## src/rtl/count_monitor.sv

```systemverilog
// count_monitor
//   Health checker for the free-running up counter. It samples the count bus
//   every rising edge, locks after a run of correct increments, and then
//   flags any skip or stall as a fault. A jump to zero while locked is taken
//   as a legitimate counter restart rather than a fault. Wraps from the
//   maximum value back to zero are counted while locked.
//
// Ports
//   clk           : clock, all state updates on the rising edge
//   reset         : asynchronous active-high reset, clears all state
//   count_in      : count bus under observation (WIDTH bits)
//   clear         : synchronous clear of err_count, wrap_count, error_sticky
//   locked        : high while the monitor is locked to the sequence
//   expected      : value required on the next edge while locked, else 0
//   error_pulse   : one-cycle strobe per detected fault
//   error_sticky  : set on any fault, cleared by reset or clear
//   restart_pulse : one-cycle strobe when a locked sequence restarts at 0
//   err_count     : saturating fault counter (CNT_W bits)
//   wrap_count    : saturating count of max->0 wraps seen while locked
//   state         : FSM state for observation (0 UNSYNC, 1 SYNC, 2 LOCKED)
//
// Handshake: none. count_in is treated as valid on every rising edge and
// the monitor is always ready; there is no back-pressure.

module count_monitor #(
  parameter int WIDTH    = 4,
  parameter int LOCK_LEN = 2,
  parameter int CNT_W    = 8
) (
  input  logic             clk,
  input  logic             reset,
  input  logic [WIDTH-1:0] count_in,
  input  logic             clear,
  output logic             locked,
  output logic [WIDTH-1:0] expected,
  output logic             error_pulse,
  output logic             error_sticky,
  output logic             restart_pulse,
  output logic [CNT_W-1:0] err_count,
  output logic [CNT_W-1:0] wrap_count,
  output logic [1:0]       state
);

  // run must be able to hold 0..LOCK_LEN
  localparam int RUN_W = (LOCK_LEN < 2) ? 1 : $clog2(LOCK_LEN + 1);

  typedef enum logic [1:0] {
    UNSYNC = 2'd0,
    SYNC   = 2'd1,
    LOCKED = 2'd2
  } state_t;

  state_t           st;
  state_t           st_next;
  logic [WIDTH-1:0] prev;
  logic [WIDTH-1:0] prev_succ;
  logic [RUN_W-1:0] run;
  logic [RUN_W-1:0] run_next;
  logic             inc;
  logic             fault;
  logic             restart;
  logic             wrap;

  assign state     = st;
  assign prev_succ = prev + WIDTH'(1);
  assign inc       = (count_in == prev_succ);

  always_comb begin
    st_next  = st;
    run_next = run;
    fault    = 1'b0;
    restart  = 1'b0;
    wrap     = 1'b0;
    case (st)
      UNSYNC: begin
        // capture only; there is no reference value yet
        st_next  = SYNC;
        run_next = '0;
      end
      SYNC: begin
        if (inc) begin
          if (int'(run) + 1 == LOCK_LEN) begin
            st_next  = LOCKED;
            run_next = '0;
          end else begin
            run_next = run + RUN_W'(1);
          end
        end else begin
          run_next = '0;
        end
      end
      LOCKED: begin
        if (inc) begin
          wrap = (prev == '1);
        end else begin
          st_next  = SYNC;
          run_next = '0;
          // a jump to zero is the counter being restarted, not a fault
          if (count_in == '0) restart = 1'b1;
          else                fault   = 1'b1;
        end
      end
      default: begin
        st_next  = UNSYNC;
        run_next = '0;
      end
    endcase
  end

  always_ff @(posedge clk or posedge reset) begin
    if (reset) begin
      st            <= UNSYNC;
      prev          <= '0;
      run           <= '0;
      locked        <= 1'b0;
      expected      <= '0;
      error_pulse   <= 1'b0;
      error_sticky  <= 1'b0;
      restart_pulse <= 1'b0;
      err_count     <= '0;
      wrap_count    <= '0;
    end else begin
      st            <= st_next;
      prev          <= count_in;
      run           <= run_next;
      locked        <= (st_next == LOCKED);
      expected      <= (st_next == LOCKED) ? count_in + WIDTH'(1) : '0;
      error_pulse   <= fault;
      restart_pulse <= restart;

      // a fault on the same edge as clear still registers
      if (fault)      error_sticky <= 1'b1;
      else if (clear) error_sticky <= 1'b0;

      if (clear)                          err_count <= fault ? CNT_W'(1) : '0;
      else if (fault && err_count != '1)  err_count <= err_count + CNT_W'(1);

      if (clear)                          wrap_count <= wrap ? CNT_W'(1) : '0;
      else if (wrap && wrap_count != '1)  wrap_count <= wrap_count + CNT_W'(1);
    end
  end

endmodule

```

## config.mk

```make
export PLATFORM = sky130hd
export DESIGN_NAME = count_monitor
export DESIGN_NICKNAME = d
export VERILOG_FILES = /design/src/rtl/count_monitor.sv
export SDC_FILE = /design/constraint.sdc
export NUM_CORES = 1
export LEC_CHECK = 0
export CORE_MARGIN = 2
export CORE_UTILIZATION = 34
export CTS_CLUSTER_SIZE = 30
export DETAILED_ROUTE_END_ITERATION = 12
export SETUP_SLACK_MARGIN = 0.4
export SLEW_MARGIN = 20
export SYNTH_ARGS = -nofsm -noshare
export SYNTH_HDL_FRONTEND = slang
export SYNTH_SLANG_ARGS = --single-unit
```

## constraint.sdc

```tcl
create_clock -name clk -period 2.72 [get_ports clk]
set_input_delay 0.408 -clock clk [delete_from_list [all_inputs] [get_ports clk]]
set_output_delay 0.408 -clock clk [all_outputs]
set_load 0.02 [all_outputs]
```

Word-level counts from Yosys, hierarchy flattened:

Index checks and enable logic that the tools add are counted.
W data, S select, Z words.

* add/subtract/negate cells: 6
* eq/ne operators: 9
* mux-type cells: 25
* reductions and logical operators: 7

Operators with widths (number)
* $mux W8: 4
* $add A8 B1 Y8 const B: 2
* $ne A8 B8 Y1 const B: 2
* $mux W1: 12
* $mux W2: 6
* $add A4 B1 Y4 const B: 2
* $pmux W2 S3: 1
* $reduce_bool A2 Y1: 3
* $eq A2 B2 Y1 const B: 2
* $eq A4 B4 Y1: 1
* $eq A4 B4 Y1 const B: 1
* $logic_not A4 Y1: 1
* $mux W4: 1
* $pmux W2 S2: 1
* $add A2 B1 Y3 const B: 1
* $eq A3 B2 Y1 const B: 1
* $add A2 B1 Y2 const B: 1
* $eq A2 B1 Y1 const B: 1
* $logic_and A1 B1 Y1: 2
* $logic_not A2 Y1: 1
* $ne A2 B2 Y1 const B: 1

* register bits: 32
* output and inout bits: 26
* logic and storage cells: 57

Longest topological paths before layout:

* depth after elaboration: 7
* mapped depth: 9

Least setup slack after synthesis:

Ideal clock, no wire load.

* path type: register -> register
* start: register prev[0]
* end: register wrap_count[7]
* setup time: 78 ps
* arrival: 2247 ps
* required time: 2642 ps
* path slack: 395 ps
* stages on the path, launching flop included: 8
* buffers on the path: 1
* clock period less this slack: 2325 ps
* cell sequence: dfrtp_1 ha_1 xnor3_1 nand3_1 or4_4 buf_6 or3_1 a21oi_1

* longest elaborated chain between the ends: 6
* elaborated cells between the ends (all ways): 7

RTL lines
* start, declared: line 55 `logic [WIDTH-1:0] prev;`
* start signal, assigned: line 124 `prev <= count_in;`
* $add A4 B1 Y4: line 65 `assign prev_succ = prev + WIDTH'(1);`
* $eq A4 B4 Y1: line 66 `assign inc = (count_in == prev_succ);`
* $mux W1 *: line 93 `if (inc) begin`
* $mux W1 *: line 74 `case (st)`
* $logic_and A1 B1 Y1 *: line 139 `else if (wrap && wrap_count != '1) wrap_count <= wrap_count + CNT_W'(1);`
* $reduce_bool A2 Y1 (no source line) *
* end signal, assigned: line 138 `if (clear) wrap_count <= wrap ? CNT_W'(1) : '0;`
* end signal, assigned: line 139
* end, declared: line 40 `output logic [CNT_W-1:0] wrap_count,`

Mark *: on every way between the ends. The rest lies on a longest branch, timed or not.
A chain may end at the register's enable or synchronous reset.

Worst setup path after layout:

* start: register wrap_count[1]
* end: register wrap_count[6]

* longest elaborated chain between the ends: 3
* elaborated cells between the ends (all ways): 6

RTL lines (line)
* $add A8 B1 Y8 / $ne A8 B8 Y1 (equally long branches): 139
* $mux W8 / $logic_and A1 B1 Y1 (equally long branches): 139
* $mux W8 / $reduce_bool A2 Y1 (equally long branches)

Parallel ways exist; a longest one is shown, timed or not. The select of a mux whose other input is x is not followed.

==> impl_metrics.yaml <==
power_and_ir_drop:
  swShare_pct: 23.1
  p_comb_share_pct: 8.1
  p_sw_mw: 0.217
  seq_power_share_pct: 51.9
  intPower_mw: 0.721
  finalPower_mw: 0.937
  ir_drop_v: 0.000277
  pwr-share-clk_pct: 40.0
  power_density_mw_per_mm2: 437
  total_leakage_power_nw: 0.906
synthesis:
  ys_seq_elements: 32
  async_flop_share_pct: 100
  synth_nets: 168
  synthCells: 156
  netlist_top_cells_area: "dfrtp_1 (51%), o21ai_0 (4.8%), ha_1 (4.0%)"
  synth.avg_cell_area_um2: 10.1
  ys.flop_type: "dfrtp_1"
  synth-edff-count: 0
  yosysTopAreaCellShare_pct: 50.8
  yosysSeqAreaShare_pct: 50.8
  ys_types: 36
  ys_warn_count: 0
  synth_largest_area_cell: "dfrtp_1"
  syn_area_mm2: 0.00158
  yosys-top-cells-count: "dfrtp_1 (32), o21ai_0 (15), a21oi_1 (11)"
  yosysMostFrequentCell: "dfrtp_1"
sta:
  fin_tns_setup_ns: 0
  worstMarginPinSlew_ns: 0.734
  hold_violations: 0
  finalMaxSlewViolations: 0
  setup_viol: 0
  slew_headroom_pct: 50.9
  whs_ns: 0.377
  timing.final.crit_share_pct: 82.4
  fin_crit_ns: 2.24
  finalClockSkew_ns: 0.00711
  max_freq_ghz: 0.446
  rsz0062_at_grt: "no"
setup_path:
  start_kind: "register"
  crit_fanout: 7
  cp.required_ns: 2.86
  cpPeakStageDelay_ns: 0.54
  crit_path_cell_trace: "ha_1 > and2_1 > and3_2 > or4_4 > buf_4 > o21ai_0 > a21oi_2"
  critical-path-slowest-cell: "or4_4"
  crit_arrival_ns: 2.38
  worstSetupPathType: "reg2reg"
  cp-end-kind: "register"
layout:
  drive_gt1_share_pct: 12.6
  antenna_cells: 0
  final_nets: 210
  final_cells: 251
  synthToLayoutAreaGrowth_pct: 36.1
  final_core_util_pct: 48.6
  fill_cells: 419
detailed_routing:
  ant_nets: 0
  via_per_inst: 5.43
  vias: 1364
  drt-initial-drc-count: 58
  drt_drc_violations_left: 0
  wl_per_cell_um: 14.0
  first_pass_iters: 4
  routed_wl_mm: 3.52
job:
  drv_cap: 0
worst_hold_path:
  min_path_type: "in2reg"
clock_tree:
  cts_tree: "done"
  cts_buffers: 5
  clk_transition_reported_paths_ns: 0.07
  cts.root.buffer_cell: "clkbuf_8"
  max-clock-path-buffers: 2
  htreeDepth: 2
  cts.sinks: 32
  clk_latency_ns: 0.28
floorplanning:
  num_io_pins: 33
  die_area_mm2: 0.00520
  core_mm2: 0.00441
  start_util_pct: 35.7
  die_w_um: 72.1
  fp-row-count: 24
  dieHeight_um: 72.1
grt:
  grt_max_degree: 33
  grt_pass1_vias: 1336
  grt_pass1_wl_mm: 5.98
  grt-ovfl-total: 0
  antenna_found_initial: 0
  grtUsageTotal_pct: 14.8
placed_design:
  gp_congestion: 0.915
  post-dp-hpwl_mm: 2.43
  place_inst: 239
  numPortBuffers: 32
run_status:
  outcome: "complete, no violations"
[worst paths after layout]
check                               from             to  slack, ns  cells past startpoint
setup reg to reg           wrap_count[1]  wrap_count[6]       0.48                      7
hold / removal               count_in[0]        prev[0]       0.38                      1
max in group asynchronous          reset  wrap_count[0]       1.89                      3
min in group asynchronous          reset   err_count[0]       0.51                      3
setup / recovery           wrap_count[1]  wrap_count[6]       0.48                      7
hold reg to reg                   run[1]         run[1]       0.55                      2
[routing by layer]
metal	vias up	GRT usage (%)	share of wire, %
met5	-	0	0
met4	0	7.55	1.4
met3	7	4.44	4.8
met2	42	24.3	51
met1	667	17.5	43
li1	648	-	-
[layout make-up]
class | instances | area [µm²] | share of cell area, %
multi-input cells | 112 | 783 | 36.5
flip-flops and latches | 32 | 803 | 37.4
inverters | 9 | 33.8 | 1.57
well taps | 52 | 65.1 | 3.03
repair buffers | 38 | 372 | 17.3
clock buffers | 8 | 90.1 | 4.20
[placed cells by master (no fill, tap or decap), types with 2 or more instances in the layout]
master,synthesis,routed
buf_4,0,6
a41oi_1,2,2
nor3b_1,3,3
nor3_1,4,4
o21ai_1,0,2
clkdlybuf4s50_1,0,28
or4_4,1,2
and2_1,4,4
xor2_1,3,2
nand2_1,8,8
nor4b_1,2,2
dlymetal6s2s_1,0,3
and3_1,3,3
dfrtp_2,0,2
o31ai_1,3,3
a211oi_1,2,2
nand3b_1,2,2
or3_1,6,6
nand4_1,2,2
nand2b_1,3,3
clkbuf_1,3,2
o21ai_0,15,13
xnor2_2,0,2
nor2_1,9,9
or4_1,3,3
a21oi_1,11,10
inv_1,9,9
ha_1,5,4
dfrtp_1,32,30
nand3_1,7,6
clkbuf_8,0,6
[power by group through the flow]
| stage | logic [mW] | registers (mW) | clock network [mW] |
|---|---|---|---|
| 6_report | 0.0761 | 0.486 | 0.375 |
| 5_1_grt | 0.0849 | 0.486 | 0.406 |
| 4_1_cts | 0.0738 | 0.485 | 0.382 |
| 3_5_place_dp | 0.0672 | 0.494 | 0 |
| 3_3_place_gp | 0.0656 | 0.493 | 0 |
| 2_1_floorplan | 0.0386 | 0.494 | 0 |
[registers in the layout, indices dropped and copies added (netlist names)]
name	count
state	2
prev	4
error_sticky	1
restart_pulse	1
locked	1
run	2
wrap_count	8
err_count	8
expected	4
error_pulse	1
[cell families after synthesis]
kind of cell	synth area share [%]
and+or+nand+nor	23.9
AOI/OAI and AO/OA	11.7
DFF	50.8
buffers and inverters	3.57
xor gates and xnor gates	4.76
adders and majority gates	3.97
muxes	1.35
[per-stage QoR]
stage	instance area, µm²	setup WS (ns)
after CTS	2090	0.422
after floorplan	1580	0.421
after global placement	1970	0.169
after global routing	2150	0.399
final	2150	0.479
after detailed placement	1970	0.0907
[critical path: cells and delay by family, from the launching register on]
kind                     cells  cell delay [ns]
AO/OA/AOI/OAI                2             0.31
AND/OR/NAND/NOR              3             0.99
flip-flops                   1             0.42
adder cells (fa/ha/maj)      1             0.21
buffers and inverters        1             0.16
[repair_timing]
item	CTS	global route
pin swaps	2	3
gates resized for setup	3	12
endpoints found under the setup margin	6	12
buffers inserted	1	2
cloned	1	0
hold buffers	0	0
(Power assumes the default switching activity.)
